**src/rtl/mult8.sv**
```systemverilog
// Unsigned 8x8 sequential shift-and-add multiplier: one 16-bit product every
// 10 clocks (LOAD, 8x CALC, DONE), free-running with no start handshake.
module mult8 (
  input  logic        clk,
  input  logic        sig,
  input  logic [7:0]  ina,
  input  logic [7:0]  inb,
  output logic [15:0] out
);

  typedef enum logic [1:0] {
    LOAD = 2'd0,
    CALC = 2'd1,
    DONE = 2'd2
  } state_t;

  state_t      state;
  state_t      state_nxt;
  logic [15:0] mcand;
  logic [15:0] acc;
  logic [7:0]  mplier;
  logic [2:0]  cnt;

  // NOTE: sequential state uses non-blocking (<=) so every register samples
  // pre-edge values; blocking here would chain updates within one edge.
  always_ff @(posedge clk or negedge sig) begin
    if (!sig) state <= LOAD;
    else      state <= state_nxt;
  end

  // NOTE: state_nxt gets a default before the case so no path leaves it
  // unassigned, which would otherwise infer a latch.
  always_comb begin
    state_nxt = state;
    unique case (state)
      LOAD:    state_nxt = CALC;
      CALC:    if (cnt == 3'd7) state_nxt = DONE;
      DONE:    state_nxt = LOAD;
      default: state_nxt = LOAD;
    endcase
  end

  // Reset clears the result too, so an abandoned computation never leaks out.
  always_ff @(posedge clk or negedge sig) begin
    if (!sig) begin
      mcand  <= '0;
      mplier <= '0;
      acc    <= '0;
      cnt    <= '0;
      out    <= '0;
    end else begin
      unique case (state)
        LOAD: begin
          mcand  <= {8'b0, ina};
          mplier <= inb;
          acc    <= '0;
          cnt    <= '0;
        end
        CALC: begin
          if (mplier[0]) acc <= acc + mcand;
          mcand  <= mcand << 1;
          mplier <= mplier >> 1;
          cnt    <= cnt + 3'd1;
        end
        DONE: begin
          out <= acc;
        end
        default: ;
      endcase
    end
  end

endmodule

```
**config.mk**
```make
export PLATFORM = sky130hd
export DESIGN_NAME = mult8
export DESIGN_NICKNAME = d
export VERILOG_FILES = /design/src/rtl/mult8.sv
export SDC_FILE = /design/constraint.sdc
export NUM_CORES = 1
export LEC_CHECK = 0
export CORE_UTILIZATION = 53
export CTS_BUF_LIST = sky130_fd_sc_hd__clkbuf_2 sky130_fd_sc_hd__clkbuf_4 sky130_fd_sc_hd__clkbuf_8
export DETAILED_ROUTE_END_ITERATION = 16
export PLACE_DENSITY = 0.79
export SLEW_MARGIN = 10
export SYNTH_ARGS = -nofsm -noshare
export SYNTH_HDL_FRONTEND = slang
export SYNTH_SLANG_ARGS = --single-unit
```
**constraint.sdc**
```tcl
create_clock -name clk -period 2.31 [get_ports clk]
set_clock_uncertainty 0.1 [all_clocks]
set_input_delay 0.462 -clock clk [delete_from_list [all_inputs] [get_ports clk]]
set_output_delay 0.462 -clock clk [all_outputs]
set_load 0.005 [all_outputs]
```
==> results.md <==
* Status: complete, no violations
* Yosys synthesis warning count at 0
* Critical path class: flop to flop
* Fraction of registers with async set/reset at 100%
* GRT overflow at 0
* Clock sink count at 61
* RSZ-0062 raised after global routing: yes
* Fillers at 449
* Nets at 370
* Detailed Place HPWL at 4.41 mm
* Post-route cell area at 0.00380 mm²
* Multi-input gate area at 0.00154 mm²
* H-tree depth at 3
* Ys flop type: dfrtp_1
* Die Width at 78.9 µm
* Die height at 78.9 µm
* Initial Util at 55.8%
* DR vias/cell at 5.73
* Syn avg cell area at 10.7 µm²
* Root buffer cell: clkbuf_8
* Critical Path End Type: flop
* Fin. max-slew vios at 0
* Flip-flop and latch area at 0.00153 mm²
* Total track usage at 21.9%
* Lkg Pwr at 0.00171 µW
* TritonCTS clock tree: done
* Crit path arrival time at 2360 ps
* Tot Pwr at 3380 µW
* Crit-path max FO at 6
* Reg2reg setup slack at 60 ps
* CP peak stage delay at 380 ps
* CP Launch Type: flop
* Worst hold path type: primary input to async pin
* Final Hold Fails at 0
* Total routed wirelength at 6.16 mm
* EDFF count, synth at 0
* Unique masters post-synth at 46
* Max clock buf depth at 2
* I/O Pins at 34
* Worst-Skew Late Latency at 340 ps
* Max-cap violations at 0
* Dpl cells at 392
* Crit-path slowest cell: dfrtp_1
* Util after Layout at 67.8%
* Drt wl/cell at 15.0 µm
* Clock transition at path regs at 60 ps
* Setup_tns at 0 ps
* Register bit total from synthesis at 61
* Critical Path RT at 2430 ps
* Period minus WS final at 2250 ps
* Layout cells sized above 1 at 17.5%
* Worst-Margin Slew at 589 ps
* Rows at 27
* Largest net degree at the start of global routing at 39
* Initial DRC Count at 92
* Area Overhead vs Synth at 21.5%
* Routed Antenna Nets at 0
* Core Region at 0.00561 mm²
* Largest area contributor in the netlist: dfrtp_1
* PortBufs at 33
* Mapped Area at 0.00313 mm²
* Syn Inst Count at 292
* 1st-pass router iterations at 4
* Sequential fraction of the synthesis area at 48.7%
* Die area at 0.00622 mm²
* Syn nets at 328
* Antenna violations before repair at 0
* Maximum vdd drop at 0.514 mV
* Relative slew slack at 60.8%
* Max Freq at 445 MHz
* First-pass GRT wire length at 10.4 mm
* Area share of the largest cell type after synthesis at 48.7%
* Ranking of synthesized cells by area: dfrtp_1 49%, ha_1 6.8%, mux2_2 5.8%
* Final setup viols at 0
* # DRC at 0
* Final Instance Count excl. Fillers at 410
* Hold buffer count at cts at 0
* Vias at 2348
* CTS Buf Count at 9
* CP delay by family, top: compound AO/OA/AOI/OAI gates
* Tcrit/Tclk final at 97.2%
* ANT cells at 0
* Post-DP Area at 0.00357 mm²
* Worst Path Buf+Inv at 1
* Pwr/cell area at 887 mW/mm²
* Routability cong. at 0.918
* Critical-path cell list: ha_2 -> inv_2 -> fa_2 -> and2b_1 -> o211ai_1 -> a31oi_4 -> a41o_1 -> xnor2_1 -> o21ai_1
* Vias in the first global route at 2319
worst paths after layout:
check,from,end,cells after the start
hold / removal,sig,out[4],1
hold reg to reg,mplier[2],mplier[2],2
setup reg to reg,acc[0],acc[12],9
setup / recovery,acc[0],acc[12],9
max in group asynchronous,sig,mcand[13],2
min in group clk,mplier[2],mplier[2],2
per-layer routing:
layer / part of all wire [%] / global-route usage, %
met2: 47 / 34.4
met1: 47 / 28.2
met3: 3.7 / 4.94
met4: 1.8 / 12.0
met5: 0 / 0
placed cells by master (no fill, tap or decap), types with 2 or more instances in the layout:
cell             count
xor2_1               6
o21bai_1             2
a21o_1               5
a21oi_2              4
nand2_1             44
xnor2_1              5
a21oi_1              8
nand2b_1             2
clkbuf_8            12
nand3_1              6
clkbuf_4             2
a22o_1              10
o21ai_1              3
dfrtp_1             61
a31oi_1              2
mux2_2              16
nand4_1              3
o21ai_0             32
mux2i_1             15
o211ai_1             3
clkdlybuf4s50_1     32
inv_1                6
o2111ai_1            2
ha_1                16
nor2_1               4
buf_4               12
cells by family after synthesis:
| family | Yosys count | share of synthesized area (%) |
|---|---|---|
| compound gates | 84 | 18.1 |
| simple gates | 65 | 9.15 |
| flops | 61 | 48.7 |
| mux | 31 | 10.5 |
| buf+inv | 22 | 2.96 |
| fa+ha+maj | 18 | 7.43 |
| xor+xnor | 11 | 3.08 |
report_power, final:
| group | internal, µW | total [µW] | switching, µW |
|---|---|---|---|
| clock network | 494 | 881 | 387 |
| registers | 1270 | 1410 | 144 |
| logic | 582 | 1080 | 500 |
| total | 2340 | 3380 | 1030 |
state kept, by name, summed over array words and instances (netlist names):
| signal | count |
|---|---|
| acc | 16 |
| cnt | 3 |
| mcand | 16 |
| mplier | 8 |
| out | 16 |
| state | 2 |
cells in the mapped netlist (2+ instances only):
master      n
dfrtp_1    61
nand2_1    44
o21ai_0    33
ha_1       17
mux2_2     16
mux2i_1    15
a21oi_1    10
a22o_1     10
clkbuf_1    7
inv_1       7
nand3_1     6
xor2_1      6
a21o_1      5
buf_2       5
xnor2_1     5
nor2_1      4
nand4_1     3
o211ai_1    3
a21oi_2     2
a31oi_1     2
buf_1       2
nand2b_1    2
o2111ai_1   2
o21ai_1     2
o21bai_1    2
area by class of cell:
class                      count  share of cell area [%]
clock buffer                  14                    4.74
clock inverter                 1                   0.132
inverter                       7                   0.691
multi-input combinational    209                    40.5
sequential                    61                    40.1
tap                           72                    2.37
timing repair buffer          46                    11.4
repair_timing:
item / 4_1_cts / 5_1_grt
pin swaps: 1 / 6
resized for setup: 0 / 8
setup buffers: 0 / 3
endpoints found under the setup margin: 2 / 6
stage by stage:
stage | worst slack (ps) | hold WS, ps
finish | 65.0 | 4.11
global route | -60.5 | 41.1
CTS | 15.5 | 8.96
detailed placement | 12.3 | 370
global placement | 41.5 | 361
floorplan | 122 | 66.4
Note: power is estimated with default switching activity, not from simulation.
